### config.mk
export PLATFORM = sky130hd
export DESIGN_NAME = spi_master_scheduler
export DESIGN_NICKNAME = d
export VERILOG_FILES = /design/src/rtl/spi_master_scheduler_pkg.sv /design/src/rtl/spi_master_scheduler_rr_arbiter.sv /design/src/rtl/spi_master_scheduler.sv
export SDC_FILE = /design/constraint.sdc
export NUM_CORES = 1
export LEC_CHECK = 0
export ABC_CLOCK_PERIOD_IN_PS = 6900
export CORE_MARGIN = 3
export CORE_UTILIZATION = 50
export DETAILED_ROUTE_END_ITERATION = 16
export DONT_BUFFER_PORTS = 1
export PLACE_DENSITY = 0.63
export SYNTH_ARGS = -nofsm -noshare
export SYNTH_HDL_FRONTEND = slang
export SYNTH_SLANG_ARGS = --single-unit
### constraint.sdc
create_clock -name sysclk -period 6.9 [get_ports sysclk]
set_input_delay 0.69 -clock sysclk [delete_from_list [all_inputs] [get_ports sysclk]]
set_output_delay 0.69 -clock sysclk [all_outputs]
set_load 0.01 [all_outputs]
### src/rtl/spi_master_scheduler_pkg.sv
// Shared types and constants for the SPI bus scheduler.
// This covers the FSM state encoding, the device map and the chip-select mapping.
package robocup_spi_pkg;

  localparam int DATA_WIDTH = 16;
  localparam int DEV_COUNT  = 7;

  localparam int DEV_DRV0 = 0;
  localparam int DEV_DRV1 = 1;
  localparam int DEV_DRV2 = 2;
  localparam int DEV_DRV3 = 3;
  localparam int DEV_DRV4 = 4;
  localparam int DEV_ADC0 = 5;
  localparam int DEV_ADC1 = 6;

  typedef enum logic [2:0] {
    S_IDLE,
    S_SETUP,
    S_START,
    S_XFER,
    S_HOLD,
    S_GAP
  } sched_state_t;

  // Active-low select vector with only the addressed device pulled low.
  function automatic logic [DEV_COUNT-1:0] dev_ncs_mask(input logic [2:0] idx);
    return ~(DEV_COUNT'(1) << idx);
  endfunction

endpackage

### src/rtl/spi_master_scheduler_rr_arbiter.sv
// Combinational round-robin arbiter.
// It grants the first set request at or after the pointer, wrapping modulo N.
module rr_arbiter #(
  parameter int N     = 7,
  parameter int IDX_W = (N > 1) ? $clog2(N) : 1
) (
  input  logic [N-1:0]     req,
  input  logic [IDX_W-1:0] pointer,
  input  logic             grant_en,
  output logic [IDX_W-1:0] grant_idx,
  output logic             grant_valid
);

  always_comb begin
    int j;
    j           = 0;
    grant_idx   = '0;
    grant_valid = 1'b0;
    for (int i = 0; i < N; i++) begin
      j = (int'(pointer) + i) % N;
      if (grant_en && !grant_valid && req[j]) begin
        grant_valid = 1'b1;
        grant_idx   = IDX_W'(j);
      end
    end
  end

endmodule

### src/rtl/spi_master_scheduler.sv
// Shares one SPI_Master between the DRV chips and ADCs.
// It handles round-robin grants, chip-select timing, timeout and the response return.
module spi_master_scheduler #(
  parameter int NUM_MOTORS      = 5,
  parameter int NUM_ADCS        = 2,
  parameter int NUM_DEV         = NUM_MOTORS + NUM_ADCS,
  parameter int DATA_WIDTH      = robocup_spi_pkg::DATA_WIDTH,
  parameter int CS_SETUP_CYCLES = 2,
  parameter int CS_HOLD_CYCLES  = 2,
  parameter int CS_IDLE_CYCLES  = 4,
  parameter int TIMEOUT_CYCLES  = 1024
) (
  input  logic                          sysclk,
  input  logic                          rst_n,
  input  logic                          en,
  input  logic [NUM_DEV-1:0]            req,
  input  logic [NUM_DEV*DATA_WIDTH-1:0] req_data,
  output logic [NUM_DEV-1:0]            ack,
  output logic                          rsp_valid,
  output logic                          rsp_err,
  output logic [2:0]                    rsp_dev,
  output logic [DATA_WIDTH-1:0]         rsp_data,
  output logic                          sched_busy,
  output logic                          spi_start,
  input  logic                          spi_busy,
  input  logic                          spi_valid,
  output logic [DATA_WIDTH-1:0]         spi_tx_data,
  input  logic [DATA_WIDTH-1:0]         spi_rx_data,
  output logic                          spi_sel,
  output logic [NUM_MOTORS-1:0]         drv_ncs,
  output logic [NUM_ADCS-1:0]           adc_ncs
);

  import robocup_spi_pkg::*;

  localparam int IDX_W   = (NUM_DEV > 1) ? $clog2(NUM_DEV) : 1;
  localparam int CNT_MAX = (CS_SETUP_CYCLES > CS_HOLD_CYCLES)
                           ? ((CS_SETUP_CYCLES > CS_IDLE_CYCLES) ? CS_SETUP_CYCLES : CS_IDLE_CYCLES)
                           : ((CS_HOLD_CYCLES > CS_IDLE_CYCLES) ? CS_HOLD_CYCLES : CS_IDLE_CYCLES);
  localparam int CNT_W   = $clog2(CNT_MAX + 1);
  localparam int TMO_W   = $clog2(TIMEOUT_CYCLES + 1);

  sched_state_t          state;
  logic [IDX_W-1:0]      ptr;
  logic [IDX_W-1:0]      cur_idx;
  logic [IDX_W-1:0]      grant_idx;
  logic                  grant_valid;
  logic                  grant_en;
  logic [CNT_W-1:0]      cnt;
  logic [TMO_W-1:0]      tcnt;
  logic [NUM_DEV-1:0]    ncs;
  logic [DEV_COUNT-1:0]  grant_mask;
  logic [DATA_WIDTH-1:0] grant_data;

  function automatic logic [CNT_W-1:0] sat_inc(input logic [CNT_W-1:0] v);
    return (v == '1) ? v : v + 1'b1;
  endfunction

  assign grant_en   = en && !spi_busy && (state == S_IDLE);
  assign grant_mask = dev_ncs_mask(3'(grant_idx));
  assign grant_data = req_data[int'(grant_idx)*DATA_WIDTH +: DATA_WIDTH];

  rr_arbiter #(
    .N     (NUM_DEV),
    .IDX_W (IDX_W)
  ) u_arb (
    .req         (req),
    .pointer     (ptr),
    .grant_en    (grant_en),
    .grant_idx   (grant_idx),
    .grant_valid (grant_valid)
  );

  always_ff @(posedge sysclk or negedge rst_n) begin
    if (!rst_n) begin
      state       <= S_IDLE;
      ptr         <= '0;
      cur_idx     <= '0;
      cnt         <= '0;
      tcnt        <= '0;
      ncs         <= '1;
      spi_sel     <= 1'b1;
      spi_start   <= 1'b0;
      ack         <= '0;
      rsp_valid   <= 1'b0;
      rsp_err     <= 1'b0;
      rsp_dev     <= '0;
      rsp_data    <= '0;
      sched_busy  <= 1'b0;
      spi_tx_data <= '0;
    end else begin
      ack       <= '0;
      rsp_valid <= 1'b0;
      case (state)
        S_IDLE: begin
          if (grant_valid) begin
            cur_idx     <= grant_idx;
            spi_tx_data <= grant_data;
            ptr         <= (int'(grant_idx) == NUM_DEV - 1) ? '0 : grant_idx + 1'b1;
            ncs         <= grant_mask[NUM_DEV-1:0];
            spi_sel     <= 1'b0;
            cnt         <= '0;
            sched_busy  <= 1'b1;
            state       <= S_SETUP;
          end
        end
        S_SETUP: begin
          if (cnt == CNT_W'(CS_SETUP_CYCLES - 1)) begin
            cnt       <= '0;
            spi_start <= 1'b1;
            state     <= S_START;
          end else begin
            cnt <= sat_inc(cnt);
          end
        end
        S_START: begin
          spi_start <= 1'b0;
          tcnt      <= '0;
          state     <= S_XFER;
        end
        S_XFER: begin
          if (spi_valid) begin
            rsp_data <= spi_rx_data;
            rsp_err  <= 1'b0;
            cnt      <= '0;
            state    <= S_HOLD;
          end else if (tcnt == TMO_W'(TIMEOUT_CYCLES - 1)) begin
            rsp_data <= '0;
            rsp_err  <= 1'b1;
            cnt      <= '0;
            state    <= S_HOLD;
          end else begin
            tcnt <= (tcnt == '1) ? tcnt : tcnt + 1'b1;
          end
        end
        S_HOLD: begin
          // CS release and the response pulse land on the same edge.
          if (cnt == CNT_W'(CS_HOLD_CYCLES - 1)) begin
            ncs       <= '1;
            spi_sel   <= 1'b1;
            ack       <= NUM_DEV'(1) << cur_idx;
            rsp_valid <= 1'b1;
            rsp_dev   <= 3'(cur_idx);
            cnt       <= '0;
            state     <= S_GAP;
          end else begin
            cnt <= sat_inc(cnt);
          end
        end
        S_GAP: begin
          if (cnt == CNT_W'(CS_IDLE_CYCLES - 1)) begin
            cnt        <= '0;
            sched_busy <= 1'b0;
            state      <= S_IDLE;
          end else begin
            cnt <= sat_inc(cnt);
          end
        end
        default: begin
          ncs        <= '1;
          spi_sel    <= 1'b1;
          spi_start  <= 1'b0;
          sched_busy <= 1'b0;
          state      <= S_IDLE;
        end
      endcase
    end
  end

  assign drv_ncs = ncs[NUM_MOTORS-1:0];
  assign adc_ncs = ncs[NUM_DEV-1:NUM_MOTORS];

endmodule

==> Yosys cells after proc, flatten, opt, wreduce, memory -nomap -nowiden <==
Cells that the tools add are included.
W data, S select, Z words.
{ "word_totals": {"register_bits": 77, "word_cells": 175} }
{ "classes": {"addsub": 9, "n_div": 7, "n_lt_le_gt_ge": 7, "n_eq_ne": 19, "shift": 3, "n_mux": 72, "bitwise_logic": 4, "n_reduce_logical": 39} }
{ "ops": {"columns": ["cell", "count"], "rows": [
  ["$lt A32 B5 Y1 const B", 7],
  ["$mod A32 B4 Y32 const B", 6],
  ["$shiftx A112 B8 Y16", 1],
  ["$mux W3", 20],
  ["$mux W11", 3],
  ["$mod A4 B4 Y32 const B", 1],
  ["$mux W16", 2],
  ["$mux W1", 29],
  ["$mux W7", 4],
  ["$pmux W11 S2", 1],
  ["$bmux W1 S3", 7],
  ["$pmux W7 S3", 1],
  ["$pmux W3 S6", 1],
  ["$logic_and A1 B1 Y1", 15],
  ["$ne A2 B2 Y1 const B", 7],
  ["$shl A1 B3 Y7 const A", 2],
  ["$add A3 B3 Y4 const B", 3],
  ["$eq A3 B2 Y1 const B", 4],
  ["$pmux W3 S4", 1],
  ["$reduce_or A4 Y1", 3],
  ["$add A11 B1 Y11 const B", 1],
  ["$eq A11 B10 Y1 const B", 1],
  ["$eq A11 B11 Y1 const B", 1],
  ["$eq A3 B3 Y1 const B", 3],
  ["other kinds (18)", 36]
]} }

==> Longest topological paths before layout <==
Gate-level depths: netlist of the first run.
{ "depth": {"depth_word": 34, "mapped_depth": 30, "mapped_depth_nobuf": 23} }

==> Hierarchy <==
A second synthesis of the first run with hierarchy kept.
{ "unflattened": {"hier_cells": 712, "hier_area_um2": 6637.6} }
{ "modules_own_cells": {"columns": ["module", "instances", "cells_each", "area_per_inst_um2"], "rows": [
  ["spi_master_scheduler", 1, 379, 4184.0],
  ["rr_arbiter", 1, 333, 2453.6]
]} }

==> Worst setup path after synthesis of the first run <==
No wires, ideal clock.
{ "synth_path": {"kind": "register to register", "start": "register ptr[0]", "end": "register spi_tx_data[12]", "setup_ns": 0.124, "arrival_ns": 5.724, "required_time_ns": 6.776, "slack_ns": 1.053, "stages_incl_launch_ff": 28, "path_buffers": 9, "synth_period_minus_slack_ns": 5.847, "path_cell_list": "dfrtp_1 buf_6 buf_6 buf_4 buf_4 clkbuf_1 inv_1 ha_1 buf_2 inv_1 ha_1 ha_1 clkbuf_1 a31oi_1 xnor2_1 ha_1 nand2b_1 o22ai_1 or3_1 a221o_1 a311o_1 a22o_1 a31o_1 buf_6 buf_6 mux2_4 o2bb2ai_1 a211o_1"} }
{ "synth_between": {"elab_chain_cells": 31, "elab_cells_between_ends": 69, "classes_between": "add/sub: 6; div: 7; shift: 1; mux: 35; reduce/logical: 20"} }
{ "synth_rtl": {"columns": ["element", "line_no", "text"], "rows": [
  ["start, declared", "spi_master_scheduler.sv:44", "logic [IDX_W-1:0] ptr;"],
  ["start signal, assigned", "spi_master_scheduler.sv:99", "ptr <= (int'(grant_idx) == NUM_DEV - 1) ? '0 : grant_idx + 1'b1;"],
  ["branches (longest 31 deep; another with $mod A32 B4 Y32)", null, null],
  ["end signal, assigned", "spi_master_scheduler.sv:98", "spi_tx_data <= grant_data;"],
  ["end, declared", "spi_master_scheduler.sv:27", "output logic [DATA_WIDTH-1:0] spi_tx_data,"]
]} }
Several ways; the timed one is not identified. The select of a mux whose other input is x is not followed.
A chain may end at the register's enable or synchronous reset.

==> Final worst setup path of the first run <==
{ "layout_path": {"start": "register ptr[1]", "end": "register spi_tx_data[5]"} }
Same word-level chain as after synthesis.

==> out/qor.yml, run 1 <==
placement:
  port-buffer-count: 0
  placed_cells: 910
  dp_hpwl_um: 14300
  gp_congestion: 0.887
global_route:
  groute.usage.overall_pct: 24.7
  antenna_found_initial: 0
  grt_pass1_vias: 5866
  grt_max_degree: 78
  grt_pass1_wl_um: 30000
  overflow: 0
detailed_routing:
  wirelength_um: 19400
  dr.pass1.iters: 5
  post_drt_wl_per_cell_um: 20.9
  vias: 6142
  drt-vias-per-instance: 6.63
  drt_iter0_drc: 667
  drt.antenna.violating_nets: 0
  drc_errors: 0
critical_path:
  max_stage_delay_ns: 0.58
  critPathMostFrequentCell: "ha_1"
  critPathKind: "reg2reg"
  critPathCaptureType: "flop"
  cpMaxStageDelayCell: "dfrtp_1"
  crit_arrival_ns: 6.31
  crit_chain: "inv_1, ha_1, inv_1, ha_1, ha_1, a31oi_1, xnor2_1, ha_1, nand2b_1, o22ai_1, o21ai_0, a221oi_1, a2111o_1, a211o_1, o21ai_4, a31o_4, buf_4, mux2_2, o2bb2ai_1, a211o_1"
  cp-start-kind: "flop"
  reg2reg_depth: 20
  crit_fanout: 25
  cp.required_ns: 7.13
timing:
  finalCritPeriodShare_pct: 88.2
  fmax_mhz: 164
  finalSetupViolations: 0
  slew_violations: 0
  hold_violations: 0
  min_period_ns: 6.08
  rsz0062_at_grt: "no"
  finalSetupTns_ns: 0
  tightest_slew_ns: 1.19
  worst_clock_skew_ns: 0.00663
  relSlewSlack_pct: 20.5
synthesis:
  synth_top_area_cell: "dfrtp_1"
  synth_cell_types: 99
  synth_commonest_cells: "dfrtp_1, nand2_1, nor2_1, mux2i_1, ha_1"
  synthFlopType: "dfrtp_1"
  synth_area_leaders: "dfrtp_1, mux2i_1, ha_1"
  ys_ff_latch: 77
  synth_most_common_cell: "dfrtp_1"
  synth_seq_area_share_pct: 28.1
  synthArstFlopShare_pct: 100
  synth_cells: 773
  netlist.area_leader.share_pct: 25.1
  synth_edf_count: 0
  synth_nets: 943
  synth_area_sq_mm: 0.00689
  postSynthAreaPerCell_sq_um: 8.91
  yosysWarnings: 0
clock_network:
  cts_tree: "done"
  cts_resized: 0
  clockRootBuffer: "clkbuf_16"
  clk_pin_slew_ns: 0.06
  cts_hold_repair.buffers: 0
  clock_sinks: 77
  cts_buffer_depth: 2
  ctsHtreeMaxLevel: 3
  clk_latency_ns: 0.35
  post_cts_buffers: 0
  numCtsBuffers: 9
floorplanning:
  die-width_um: 123
  row_count: 42
  initial_core_util_pct: 51.6
  fp.dieH_um: 123
  ios: 194
  dieArea_sq_mm: 0.0152
  core-area_sq_mm: 0.0133
layout:
  nNetsFinal: 915
  drive_above_1_share_pct: 10.9
  fin_cells: 926
  post-route-util_pct: 54.2
  n_antenna_cell: 0
  syn_to_final_growth_pct: 5.12
pwr:
  p_leak_nw: 3.02
  peakVddDrop_mv: 0.262
  power_density_mw_per_mm2: 571
status:
  status: "complete, no violations"
flow_run:
  max-cap-violations: 0
min_path:
  hold_class: "in2async"
cells by family after synthesis:
logic type,share of synthesized area [%]
xor+xnor,2.63
flops,28.1
fa+ha+maj,5.45
simple gates,20.4
buf+inv,5.41
mux,10.8
compound gates,27.2
stage by stage:
stage | power, mW | instance area [sq um] | hold slack (ns) | setup slack [ns]
global placement | 3.52 | 6930 | 0.396 | 1.06
detailed placement | 3.60 | 6930 | 0.396 | 0.903
floorplan | 3.09 | 6890 | 0.394 | 1.05
global route | 4.48 | 7240 | 0.0116 | 0.344
CTS | 4.12 | 7240 | 0.0219 | 0.885
finish | 4.14 | 7240 | 0.0319 | 0.818
flip-flops by register name (all words and copies together) (netlist names), 3 cells and up:
register / count
ack: 7
cnt: 3
cur_idx: 3
ncs: 7
ptr: 3
rsp_data: 16
rsp_dev: 3
spi_tx_data: 16
state: 3
tcnt: 11
path summary, 6_finish.rpt:
| path | from | to | slack, ns |
|---|---|---|---|
| min in group sysclk | req_data[82] | spi_tx_data[2] | 0.46 |
| worst max-delay path | ptr[1] | spi_tx_data[5] | 0.82 |
| max in group asynchronous | rst_n | ncs[1] | 6.66 |
| worst min register to register | tcnt[10] | tcnt[10] | 0.50 |
| worst min-delay path | rst_n | ack[4] | 0.03 |
| worst max register to register | ptr[1] | spi_tx_data[5] | 0.82 |
power by group:
part / switching, mW / leakage, nW / total (mW) / internal (mW)
Sequential: 0.232 / 0.973 / 0.861 / 0.630
Combinational: 1.60 / 1.89 / 2.78 / 1.17
Clock: 0.209 / 0.155 / 0.498 / 0.290
Total: 2.04 / 3.02 / 4.14 / 2.09
layout make-up:
type | instances | area [sq um]
clock buffers | 9 | 225
clock inverters | 7 | 87.6
fillers | 1228 | 6110
inverters | 30 | 113
multi-input cells | 618 | 4590
flip-flops and latches | 77 | 1940
well taps | 176 | 220
repair buffers | 9 | 67.6
layer usage:
metal	share of wire [%]	GRT usage, %
met2	50	41.3
met3	7.9	6.04
met5	0	0
met1	41	32.0
met4	1.8	6.99
worst max-delay path: cells and delay by family (launching register included):
family                   cells  cell delay [ns]
AO/OA/AOI/OAI               10             2.39
XOR/XNOR                     1             0.20
buffers and inverters        3             0.83
multiplexers                 1             0.38
flip-flops                   1             0.58
AND/OR/NAND/NOR              1             0.10
adder cells (fa/ha/maj)      4             1.46
layout by cell type, fill, tap and decap left out, types with 6 or more instances in the layout:
| master | count |
|---|---|
| xor2_1 | 6 |
| o221ai_1 | 6 |
| a31oi_1 | 21 |
| a21oi_1 | 22 |
| o21ai_1 | 6 |
| dfrtp_1 | 68 |
| nand2_1 | 64 |
| mux2_2 | 6 |
| buf_4 | 9 |
| nor2_1 | 55 |
| nor2b_1 | 28 |
| nand2b_1 | 12 |
| dfstp_2 | 8 |
| a211o_1 | 22 |
| nor3_1 | 16 |
| a22o_1 | 22 |
| and2_1 | 7 |
| inv_1 | 26 |
| o2bb2ai_1 | 8 |
| o21ai_0 | 24 |
| xnor2_1 | 11 |
| o211ai_1 | 7 |
| mux2i_1 | 55 |
| or3_1 | 15 |
| nand4_1 | 6 |
| nand3_1 | 21 |
| ha_1 | 30 |
| o31ai_1 | 8 |
| clkbuf_16 | 9 |
| nand4b_1 | 6 |
| a21o_1 | 9 |
(Power assumes the default switching activity.)
==> inputs of run 2 (changes only) <==
CTS_BUF_LIST = sky130_fd_sc_hd__clkbuf_4 sky130_fd_sc_hd__clkbuf_8 sky130_fd_sc_hd__clkbuf_16   (was not set)
HOLD_SLACK_MARGIN = 0.03   (was not set)
==> run 2 against run 1 <==
  * Combinational power is essentially flat
  * First-iteration DRC count shrank 11%
  * Highest routed layer unchanged
  * Critical path type unchanged
  * Cell count increased by 0.22%
  * Wire length rose by 0.53%
  * Clock-buffer cell count stayed put
==> out/qor.yml, run 2 (synthesis gave the netlist of run 1 again) <==
placement:
  pre_cts_ws_ns: 0.903  # unchanged
  dp_hpwl_um: 14300  # unchanged
  place_area_sq_mm: 0.00693  # unchanged
  placed_cells: 910  # unchanged
  gp_congestion: 0.887  # unchanged
  port-buffer-count: 0  # unchanged
layout:
  layout_commonest_cell: "dfrtp_1"  # unchanged
  multi_input_area_sq_mm: 0.00459  # unchanged
  fillers: 1224  # was 1228
  syn_to_final_growth_pct: 5.67  # was 5.12%
  n_antenna_cell: 0  # unchanged
  drive_above_1_share_pct: 11.0  # was 10.9%
  final_area_sq_mm: 0.00728  # was 0.00724 sq mm
  nNetsFinal: 917  # was 915
  fin_cells: 928  # was 926
  top_regs: "rsp_data x16, spi_tx_data x16, tcnt x11"  # unchanged
  final_cell_mix: "dfrtp_1, nand2_1, mux2i_1, nor2_1, ha_1"  # unchanged
  final-seq-area_sq_mm: 0.00194  # unchanged
critical_path:
  crit_end: "spi_tx_data[5]"  # unchanged
  r2r_slack_ns: 0.83  # was 0.82 ns
  worstSetupStartpoint: "ptr[1]"  # unchanged
  crit_fanout: 25  # unchanged
  r2r_end: "spi_tx_data[5]"  # unchanged
  critPathCaptureType: "flop"  # unchanged
  reg2reg_from: "ptr[1]"  # unchanged
  reg2reg_depth: 20  # unchanged
  crit_arrival_ns: 6.30  # was 6.31 ns
  critPathKind: "reg2reg"  # unchanged
  cp.required_ns: 7.13  # about the same
  cp-start-kind: "flop"  # unchanged
floorplanning:
  dieArea_sq_mm: 0.0152  # unchanged
  row_count: 42  # unchanged
  initial_core_util_pct: 51.6  # unchanged
  core-area_sq_mm: 0.0133  # unchanged
  die-width_um: 123  # unchanged
  ios: 194  # unchanged
  fp.dieH_um: 123  # unchanged
detailed_routing:
  drc_errors: 0  # unchanged
  dr.pass1.iters: 7  # was 5
  drt-vias-per-instance: 6.65  # was 6.63
  post_drt_wl_per_cell_um: 21.0  # was 20.9 um
  drt_iter0_drc: 595  # was 667
  drt.antenna.violating_nets: 0  # unchanged
  vias: 6172  # was 6142
  wirelength_um: 19500  # was 19400 um
global_route:
  grt_max_degree: 66  # was 78
  overflow: 0  # unchanged
  antenna_found_initial: 0  # unchanged
  grt_pass1_wl_um: 30100  # was 30000 um
  groute.usage.overall_pct: 24.9  # was 24.7%
  grt_pass1_vias: 5884  # was 5866
timing:
  tightest_slew_ns: 1.17  # was 1.19 ns
  rsz0062_at_grt: "no"  # unchanged
  hold_violations: 0  # unchanged
  worst_clock_skew_ns: 0.00756  # was 0.00663 ns
  finalCritPeriodShare_pct: 88.0  # was 88.2%
  fmax_mhz: 165  # was 164 MHz
  setup_ws_ns: 0.828  # was 0.818 ns
  relSlewSlack_pct: 21.6  # was 20.5%
  min_period_ns: 6.07  # was 6.08 ns
  slew_violations: 0  # unchanged
  finalSetupTns_ns: 0  # unchanged
  finalSetupViolations: 0  # unchanged
status:
  status: "complete, no violations"  # unchanged
pwr:
  peakVddDrop_mv: 0.262  # about the same
  p_leak_nw: 3.03  # was 3.02 nW
  finalPower_mw: 4.15  # was 4.14 mW
  power_density_mw_per_mm2: 570  # was 571 mW/mm^2
clock_network:
  cts_tree: "done"  # unchanged
  clk_latency_ns: 0.35  # about the same
  cts_hold_repair.buffers: 1  # was 0
  numCtsBuffers: 9  # unchanged
  ctsHtreeMaxLevel: 3  # unchanged
  clockRootBuffer: "clkbuf_16"  # unchanged
  post_cts_buffers: 0  # unchanged
  cts_resized: 0  # unchanged
  cts_buffer_depth: 2  # unchanged
  clk_pin_slew_ns: 0.07  # was 0.06 ns
  clock_sinks: 77  # unchanged
flow_run:
  max-cap-violations: 0  # unchanged
min_path:
  hold_class: "in2async"  # unchanged
-- run 2: changes by cell type in the layout (fill, tap and decap cells not counted) --
cell           before  now
dlygate4sd3_1       0    1
buf_16              0    1
-- run 2: per-layer routing --
layer	track usage (%)	vias up	part of all wire (%)
li1	-	2875	-
met1	32.1	3002	41
met2	41.5	260	50
met3	6.04	35	7.4
met4	6.92	0	2.1
met5	0	-	0
-- run 2: cell type report --
class	count	area share (%)
flip-flops and latches	77	26.6
inverters	30	1.55
repair buffers	11	1.44
clock buffers	9	3.09
multi-input cells	618	63.1
clock inverters	7	1.20
well taps	176	3.03
-- run 2: power breakdown --
group / total (mW) / internal [mW] / leakage (nW) / switching [mW]
registers: 0.863 / 0.630 / 0.973 / 0.233
clock network: 0.501 / 0.290 / 0.155 / 0.211
logic: 2.79 / 1.18 / 1.91 / 1.61
total: 4.15 / 2.09 / 3.03 / 2.06
-- run 2: worst min-delay path by stage --
| stage | start | cells past startpoint | endpoint | slack [ns] |
|---|---|---|---|---|
| floorplan | rst_n | 0 | ack[0] | 0.39 |
| global placement | rst_n | 0 | rsp_data[11] | 0.40 |
| detailed placement | rst_n | 0 | ack[4] | 0.40 |
| CTS | rst_n | 0 | tcnt[8] | 0.03 |
| global route | rst_n | 0 | ncs[5] | 0.16 |
| finish | rst_n | 0 | spi_sel | 0.18 |
-- run 2: critical path, cell delays in order, from the launching register on --
cell       delay, ns
dfrtp_1         0.59
inv_1           0.21
ha_1            0.53
inv_1           0.20
ha_1            0.25
ha_1            0.33
a31oi_1         0.24
xnor2_1         0.21
ha_1            0.35
nand2b_1        0.10
o22ai_1         0.08
o21ai_0         0.26
a221oi_1        0.15
a2111o_1        0.30
a211o_1         0.32
o21ai_4         0.24
a31o_4          0.38
buf_4           0.43
mux2_2          0.38
o2bb2ai_1       0.12
a211o_1         0.28
-- run 2: through the flow --
| step | utilization, % | hold slack, ns |
|---|---|---|
| floorplan | - | 0.394 |
| global placement | 51.9 | 0.396 |
| detailed placement | 51.9 | 0.396 |
| CTS | 54.5 | 0.0307 |
| global route | 54.5 | 0.162 |
| finish | 54.5 | 0.179 |
